**src/rtl/pixel_mem_arbiter.sv**
```systemverilog
// pixel_mem_arbiter
// Owns port B of the R/G/B pixel memories and the 1-bit cluster-ID memory.
// Three requesters share one registered address/write bus: the VGA display
// path, the clustering engine (cluster-ID read/modify/write) and an internal
// clear sequencer that sets every cluster-ID bit to 1.
//
// Optional feature macro: PIXARB_STARVE_GUARD_EN
//   undefined : strict display priority, the engine may starve indefinitely
//   defined   : after STARVE_MAX consecutive engine denials the engine is
//               granted over the display for one cycle
//
// Handshake: a requester holds req (and its address/data) high; the access is
// taken in the cycle where its gnt is high (gnt is combinational from req and
// state). Read data returns exactly two cycles later, qualified by a one-cycle
// rvalid; the data outputs are only meaningful while that rvalid is high.
// Engine writes produce no rvalid.

module pixel_mem_arbiter #(
   parameter int ADDR_W     = 16,
   parameter int NUM_PIX    = 40000
`ifdef PIXARB_STARVE_GUARD_EN
   ,
   parameter int STARVE_MAX = 15
`endif
) (
   input  logic              clk,
   input  logic              reset,

   input  logic              clr_start,
   output logic              clr_busy,
   output logic              clr_done,

   input  logic              disp_req,
   input  logic [ADDR_W-1:0] disp_addr,
   output logic              disp_gnt,
   output logic              disp_rvalid,
   output logic [7:0]        disp_r,
   output logic [7:0]        disp_g,
   output logic [7:0]        disp_b,
   output logic              disp_cid,

   input  logic              eng_req,
   input  logic              eng_we,
   input  logic [ADDR_W-1:0] eng_addr,
   input  logic              eng_cid_wdata,
   output logic              eng_gnt,
   output logic              eng_rvalid,
   output logic [7:0]        eng_r,
   output logic [7:0]        eng_g,
   output logic [7:0]        eng_b,
   output logic              eng_cid,

   output logic [ADDR_W-1:0] mem_addr,
   output logic              mem_cid_we,
   output logic              mem_cid_dout,
   input  logic [7:0]        mem_r_din,
   input  logic [7:0]        mem_g_din,
   input  logic [7:0]        mem_b_din,
   input  logic              mem_cid_din,

   output logic [1:0]        state_dbg
);

   // Controller states
   localparam logic [1:0] ST_IDLE  = 2'd0;
   localparam logic [1:0] ST_CLEAR = 2'd1;
   localparam logic [1:0] ST_DONE  = 2'd2;

   // Owner tags carried alongside each read through the memory latency
   localparam logic [1:0] TAG_NONE = 2'd0;
   localparam logic [1:0] TAG_DISP = 2'd1;
   localparam logic [1:0] TAG_ENG  = 2'd2;

   localparam logic [ADDR_W-1:0] LAST_ADDR = ADDR_W'(NUM_PIX - 1);

   logic [1:0]        state;
   logic [1:0]        state_nxt;
   logic [ADDR_W-1:0] clr_cnt;
   logic [1:0]        tag_s1;
   logic [1:0]        tag_s2;
   logic              idle;
   logic              arb_en;
   logic              eng_force;
   logic              eng_rd_gnt;
   logic              eng_wr_gnt;

   assign idle      = (state == ST_IDLE);
   assign state_dbg = state;
   assign clr_busy  = (state == ST_CLEAR);
   assign clr_done  = (state == ST_DONE);

   // Arbitration is only open in IDLE, out of reset, and not in the cycle
   // that launches a clear.
   assign arb_en = reset && idle && !clr_start;

`ifdef PIXARB_STARVE_GUARD_EN
   localparam int SW = ($clog2(STARVE_MAX + 1) > 4) ? $clog2(STARVE_MAX + 1) : 4;
   localparam logic [SW-1:0] STARVE_LIM = SW'(STARVE_MAX);

   logic [SW-1:0] starve_cnt;

   assign eng_force = (starve_cnt >= STARVE_LIM);

   // Count consecutive IDLE cycles where the engine asked and was refused
   always_ff @(posedge clk or negedge reset) begin
      if (!reset) begin
         starve_cnt <= '0;
      end else if (eng_gnt) begin
         starve_cnt <= '0;
      end else if (idle && eng_req && (starve_cnt < STARVE_LIM)) begin
         starve_cnt <= starve_cnt + 1'b1;
      end
   end
`else
   assign eng_force = 1'b0;
`endif

   // Grants: display first unless the starvation guard forces the engine
   always_comb begin
      disp_gnt = arb_en && disp_req && !(eng_force && eng_req);
      eng_gnt  = arb_en && eng_req && (!disp_req || eng_force);
   end

   assign eng_rd_gnt = eng_gnt && !eng_we;
   assign eng_wr_gnt = eng_gnt && eng_we;

   // Next-state logic for the clear sequencer
   always_comb begin
      state_nxt = state;
      case (state)
         ST_IDLE:  if (clr_start) state_nxt = ST_CLEAR;
         ST_CLEAR: if (clr_cnt == LAST_ADDR) state_nxt = ST_DONE;
         ST_DONE:  state_nxt = ST_IDLE;
         default:  state_nxt = ST_IDLE;
      endcase
   end

   // State register
   always_ff @(posedge clk or negedge reset) begin
      if (!reset) begin
         state <= ST_IDLE;
      end else begin
         state <= state_nxt;
      end
   end

   // Clear address counter: loads 0 on launch, advances once per clear write
   always_ff @(posedge clk or negedge reset) begin
      if (!reset) begin
         clr_cnt <= '0;
      end else if (idle && clr_start) begin
         clr_cnt <= '0;
      end else if (state == ST_CLEAR) begin
         clr_cnt <= clr_cnt + 1'b1;
      end
   end

   // Shared memory bus; the address holds its last value when idle
   always_ff @(posedge clk or negedge reset) begin
      if (!reset) begin
         mem_addr     <= '0;
         mem_cid_we   <= 1'b0;
         mem_cid_dout <= 1'b0;
      end else begin
         mem_cid_we   <= 1'b0;
         mem_cid_dout <= 1'b0;
         if (state == ST_CLEAR) begin
            mem_addr     <= clr_cnt;
            mem_cid_we   <= 1'b1;
            mem_cid_dout <= 1'b1;
         end else if (disp_gnt) begin
            mem_addr <= disp_addr;
         end else if (eng_gnt) begin
            mem_addr     <= eng_addr;
            mem_cid_we   <= eng_wr_gnt;
            mem_cid_dout <= eng_wr_gnt && eng_cid_wdata;
         end
      end
   end

   // Two-stage owner tag: stage 1 lines up with the address, stage 2 with data
   always_ff @(posedge clk or negedge reset) begin
      if (!reset) begin
         tag_s1 <= TAG_NONE;
         tag_s2 <= TAG_NONE;
      end else begin
         if (disp_gnt) begin
            tag_s1 <= TAG_DISP;
         end else if (eng_rd_gnt) begin
            tag_s1 <= TAG_ENG;
         end else begin
            tag_s1 <= TAG_NONE;
         end
         tag_s2 <= tag_s1;
      end
   end

   // Return path: data is a straight pass-through, rvalid picks the owner
   always_comb begin
      disp_rvalid = (tag_s2 == TAG_DISP);
      eng_rvalid  = (tag_s2 == TAG_ENG);
      disp_r      = mem_r_din;
      disp_g      = mem_g_din;
      disp_b      = mem_b_din;
      disp_cid    = mem_cid_din;
      eng_r       = mem_r_din;
      eng_g       = mem_g_din;
      eng_b       = mem_b_din;
      eng_cid     = mem_cid_din;
   end

`ifndef SYNTHESIS
   // At most one requester owns the bus in any cycle
   always @(posedge clk) begin
      if (reset) begin
         assert (!(disp_gnt && eng_gnt));
      end
   end
`endif

endmodule
```
**config.mk**
```make
export PLATFORM = sky130hd
export DESIGN_NAME = pixel_mem_arbiter
export DESIGN_NICKNAME = d
export VERILOG_FILES = /design/src/rtl/pixel_mem_arbiter.sv
export SDC_FILE = /design/constraint.sdc
export NUM_CORES = 1
export LEC_CHECK = 0
export BUFFER_PORTS_ARGS = -buffer_cell sky130_fd_sc_hd__buf_2
export CORE_MARGIN = 5
export CORE_UTILIZATION = 38
export DETAILED_ROUTE_END_ITERATION = 7
export GPL_ROUTABILITY_DRIVEN = 0
export PLACE_DENSITY = 0.71
export SLEW_MARGIN = 30
export SYNTH_ARGS = -nofsm -noshare
export SYNTH_HDL_FRONTEND = slang
export SYNTH_SLANG_ARGS = --single-unit
```
**constraint.sdc**
```tcl
create_clock -name clk -period 3.75 [get_ports clk]
set_input_delay 0.5625 -clock clk [delete_from_list [all_inputs] [get_ports clk]]
set_output_delay 0.5625 -clock clk [all_outputs]
set_load 0.005 [all_outputs]
```
## After elaboration in Yosys (flattened, before gate mapping)

Cells that the tools add are included.

| storage, ports and cells | value |
|---|---|
| flip-flop bits (word level) | 40 |
| bits in latches | 0 |
| memory bits (writable) | 0 |
| bits in read-only memories | 0 |
| logic and storage cells | 47 |
| memories | 0 |

| cells by class | value |
|---|---|
| add/sub/neg operators | 1 |
| multiply operators | 0 |
| div/mod/pow operators | 0 |
| order comparisons | 0 |
| equality and inequality tests | 7 |
| shift-type cells | 0 |
| muxes and demuxes | 16 |
| bitwise operators | 0 |
| reduce and logical (&&, ||, !) cells | 16 |

Operators by type and width:

| cell | number |
|---|---|
| 16-bit two-way mux | 5 |
| 16-bit by 1-bit adder with 16-bit output, second input constant | 1 |
| 16-bit == test, second input constant | 1 |
| 1-bit logical AND | 9 |
| 2-bit two-way mux | 4 |
| 1-bit two-way mux | 6 |
| 2-bit by 1-bit == test with 1-bit output, second input constant | 2 |
| 2-bit == test, second input constant | 2 |
| 2-bit case mux with 2 select lines | 1 |
| 1-bit zero test | 3 |
| 3-bit nonzero test | 1 |
| 2-bit zero test | 1 |
| 2-bit by 1-bit != test with 1-bit output, second input constant | 1 |
| 2-bit != test, second input constant | 1 |
| 2-bit AND reduction | 1 |
| 2-bit nonzero test | 1 |

## Logic depth before layout (Yosys ltp)

| logic depth | value |
|---|---|
| depth in word-level cells | 10 |
| gate-level depth with buffers | 6 |
| gate-level depth less buffers | 5 |

## Worst setup path before layout

Ideal clock, no wire load.

| timing path | value |
|---|---|
| kind | input to output |
| start point | input port clr_start |
| end point | output port eng_gnt |
| arrival time | 1328 ps |
| required time | 3188 ps |
| setup slack | 1860 ps |
| stages | 4 |
| path buffers | 1 |
| path through | nor4b_4 > nand3b_1 > inv_1 > buf_4 |

| between the ends | value |
|---|---|
| word-level cells in the longest chain between the ends | 4 |

Ends and longest elaborated chain:

| element | line | text |
|---|---|---|
| from (decl) | 29 | `input logic clr_start,` |
| 1-bit zero test | 94 | `assign arb_en = reset && idle && !clr_start;` |
| 1-bit logical AND | 94 |  |
| 1-bit logical AND (2 in series) | 121 | `eng_gnt = arb_en && eng_req && (!disp_req \|\| eng_force);` |
| to (decl) | 46 | `output logic eng_gnt,` |

Every way passes these cells.

## Worst setup path in the final report

| timing path | value |
|---|---|
| start point | register state[1] (netlist: state_dbg[1]) |
| end point | output port disp_gnt |

| between the ends | value |
|---|---|
| word-level cells in the longest chain between the ends | 4 |

Ends and longest elaborated chain:

| element | line | text |
|---|---|---|
| from (decl) | 76 | `logic [1:0] state;` |
| from (signal assigned) | 143 | `state <= state_nxt;` |
| 2-bit zero test | 87 | `assign idle = (state == ST_IDLE);` |
| 1-bit logical AND (2 in series) | 94 |  |
| 1-bit logical AND | 120 | `disp_gnt = arb_en && disp_req && !(eng_force && eng_req);` |
| to (decl) | 35 | `output logic disp_gnt,` |

Every way passes these cells.

==> flow_metrics.env <==
export IMPL_status="completed"
export IMPL_avgSynthCellArea_um2=9.59
export IMPL_top_layer="met4"
export IMPL_clock_sinks=40
export IMPL_ys_types=43
export IMPL_area_delta_synth_final_pct=6.07
export IMPL_r2r_end="clr_cnt[5]"
export IMPL_grt_pass1_vias=1786
export IMPL_fmax_mhz=388
export IMPL_synth_area_leaders="dfrtp_1, buf_4, a221oi_1, o2bb2ai_1, nor2_1"
export IMPL_final_nets=325
export IMPL_met2_length_mm=2.63
export IMPL_path_class="reg -> out"
export IMPL_clock_latency_ps=300
export IMPL_clockBufferDepth=2
export IMPL_hold_class="in -> async"
export IMPL_routed_wl_mm=5.60
export IMPL_std_cell_rows=28
export IMPL_die_x_um=88.3
export IMPL_dieHeight_um=88.3
export IMPL_postRouteAntennaNets=0
export IMPL_ys_ff_latch=40
export IMPL_r2r_start="state_dbg[1]"
export IMPL_slew_violations=0
export IMPL_avgRoutedWirePerCell_um=16.7
export IMPL_finalSetupViolCount=0
export IMPL_drtPass1Iterations=6
export IMPL_io_pins=140
export IMPL_cts_buffers=5
export IMPL_overflow=0
export IMPL_cts_resized=0
export IMPL_dp_hpwl_mm=4.20
export IMPL_cts_tree="built"
export IMPL_synth_edf_count=0
export IMPL_drive_gt1_frac=0.318
export IMPL_dr_first_iter_drc_count=104
export IMPL_synthesis_area_um2=2330
export IMPL_worst_path_max_fanout=14
export IMPL_ys_seq_area_frac=0.429
export IMPL_async_reset_ff_frac=1.00
export IMPL_grt_use_total=0.147
export IMPL_drc=0
export IMPL_endpoint_kind="output port"
export IMPL_wl_met1_mm=2.24
export IMPL_antenna_found_initial=0
export IMPL_h_tree_depth=2
export IMPL_critical_path_slowest_cell="nor4b_4"
export IMPL_grt_first_pass_wirelength_mm=8.76
export IMPL_max_cap_violations=0
export IMPL_wl_met3_um=539
export IMPL_r2r_slack_ps=1660
export IMPL_slew_headroom=0.651
export IMPL_start_util=0.391
export IMPL_core_area_um2=5960
export IMPL_clk_pin_slew_ps=80
export IMPL_vdd_drop_max_mv=0.243
export IMPL_worstMarginPinSlew_ps=524
export IMPL_power_density_nw_per_um2=477
export IMPL_path_cells="nor4b_4 -> nand2_1 -> clkinv_1 -> buf_2"
export IMPL_root_buffer="clkbuf_8"
export IMPL_synthesis_nets=308
export IMPL_post_route_min_period_ps=2580
export IMPL_crit_required_ps=3190
export IMPL_io_buffers=64
export IMPL_hold_viol=0
export IMPL_synth_flop_cell="dfrtp_1"
export IMPL_post_cts_buffers=0
export IMPL_p_leak_uw=0.00120
export IMPL_ys_warn_count=0
export IMPL_design_die_area_um2=7800
export IMPL_vias=1770
export IMPL_place_area_um2=2360
export IMPL_fin_skew_ps=7.38
export IMPL_holdBufCountCts=0
export IMPL_final_area_um2=2470
export IMPL_tns_ps=0
export IMPL_synth_top_cell_area_share=0.429
export IMPL_r2r_cells=6
export IMPL_rsz0062_at_grt="no"
export IMPL_finalCritPeriodShare=0.687
export IMPL_syn_inst=243
export IMPL_antenna_cells=0
export IMPL_cp_arrival_ps=2020
export IMPL_grt_max_degree=42
export IMPL_synth_area_leader_cell="dfrtp_1"
export IMPL_max_stage_delay_ps=550
export IMPL_vias_per_cell=5.27
export IMPL_critPathLaunchType="flip-flop"
-- worst max-delay path, delay by kind of cell, from the launching register on --
family / cells / cell delay, ps
DFF: 1 / 530
and+or+nand+nor: 2 / 730
buffers and inverters: 2 / 450
-- how the worst max path moves through the flow --
stage / slack (ps) / depth (start not counted) / end / startpoint
2_1_floorplan: 1860 / 4 / eng_gnt / clr_start
6_report: 1170 / 4 / disp_gnt / state_dbg[1]
4_1_cts: 1160 / 4 / disp_gnt / state_dbg[0]
3_3_place_gp: 1370 / 6 / mem_addr[1] / reset
3_5_place_dp: 1240 / 6 / mem_addr[15] / reset
5_1_grt: 1000 / 4 / disp_gnt / state_dbg[0]
-- logic make-up (layout without fill, tap and decap cells) --
kind of cell / Yosys count / count (layout) / synth area share
and+or+nand+nor: 79 / 79 / 0.179
buffers and inverters: 64 / 82 / 0.188
AOI/OAI and AO/OA: 51 / 51 / 0.165
DFF: 40 / 40 / 0.429
muxes: 5 / 5 / 0.0215
xor gates and xnor gates: 3 / 3 / 0.0113
adders and majority gates: 1 / 1 / 0.00537
-- power breakdown --
| part | total (µW) | switching, µW | internal, µW |
|---|---|---|---|
| Sequential | 582 | 77.2 | 505 |
| Clock | 359 | 159 | 200 |
| Combinational | 237 | 127 | 111 |
| Total | 1180 | 363 | 816 |
-- placed cells by master, fill, tap and decap left out, types with 3 or more instances in the layout --
cell type  Yosys  final
a21oi_1        4      4
nor2b_1        3      3
o21ai_0        9      9
a221oi_1      12     12
buf_4         52      3
mux2i_1        5      5
dfrtp_1       40     40
buf_2          2     64
inv_1          5      5
clkbuf_8       0      5
nand2_1       23     23
o2bb2ai_1     12     12
nand3_1        7      7
nor2_1        26     26
xnor2_1        3      3
nor4_1         3      3
-- Yosys cell counts, drive strengths merged, types with 2 or more instances --
library cell / n
a21o: 2
a21oi: 4
a221oi: 12
a222oi: 2
and3: 3
buf: 54
clkbuf: 3
dfrtp: 40
inv: 6
mux2i: 5
nand2: 23
nand3: 8
nand3b: 2
nand4: 2
nor2: 26
nor2b: 3
nor3b: 2
nor4: 3
o21ai: 9
o21bai: 2
o22ai: 2
o2bb2ai: 12
xnor2: 3
-- state kept, by name, indices dropped and copies added, names as in the netlist --
name	flops
mem_cid_dout	1
state_dbg	2
mem_cid_we	1
tag_s2	2
clr_cnt	16
tag_s1	2
mem_addr	16
-- metrics by stage --
step                      std cells  utilization  hold slack (ps)  power, µW  worst slack (ps)
after floorplan                 243            -              267        751              1860
after global placement          328        0.396              331        819              1370
after detailed placement        328        0.396              339        831              1240
after CTS                       336        0.415              349       1200              1160
after global routing            336        0.415              372       1260               999
final                           336        0.415              337       1180              1170
-- per-layer routing --
layer  track usage  up-vias
li1              -      854
met1         0.176      832
met2         0.246       62
met3        0.0345       22
met4        0.0783        0
met5             0        -
-- cell type report --
cell class / instances / area, µm²
multi-input cells: 139 / 892
clock buffers: 5 / 68.8
fillers: 623 / 3480
clock inverters: 3 / 47.5
inverters: 7 / 26.3
flip-flops and latches: 40 / 1000
well taps: 75 / 93.8
repair buffers: 67 / 343
(Power assumes the default switching activity.)
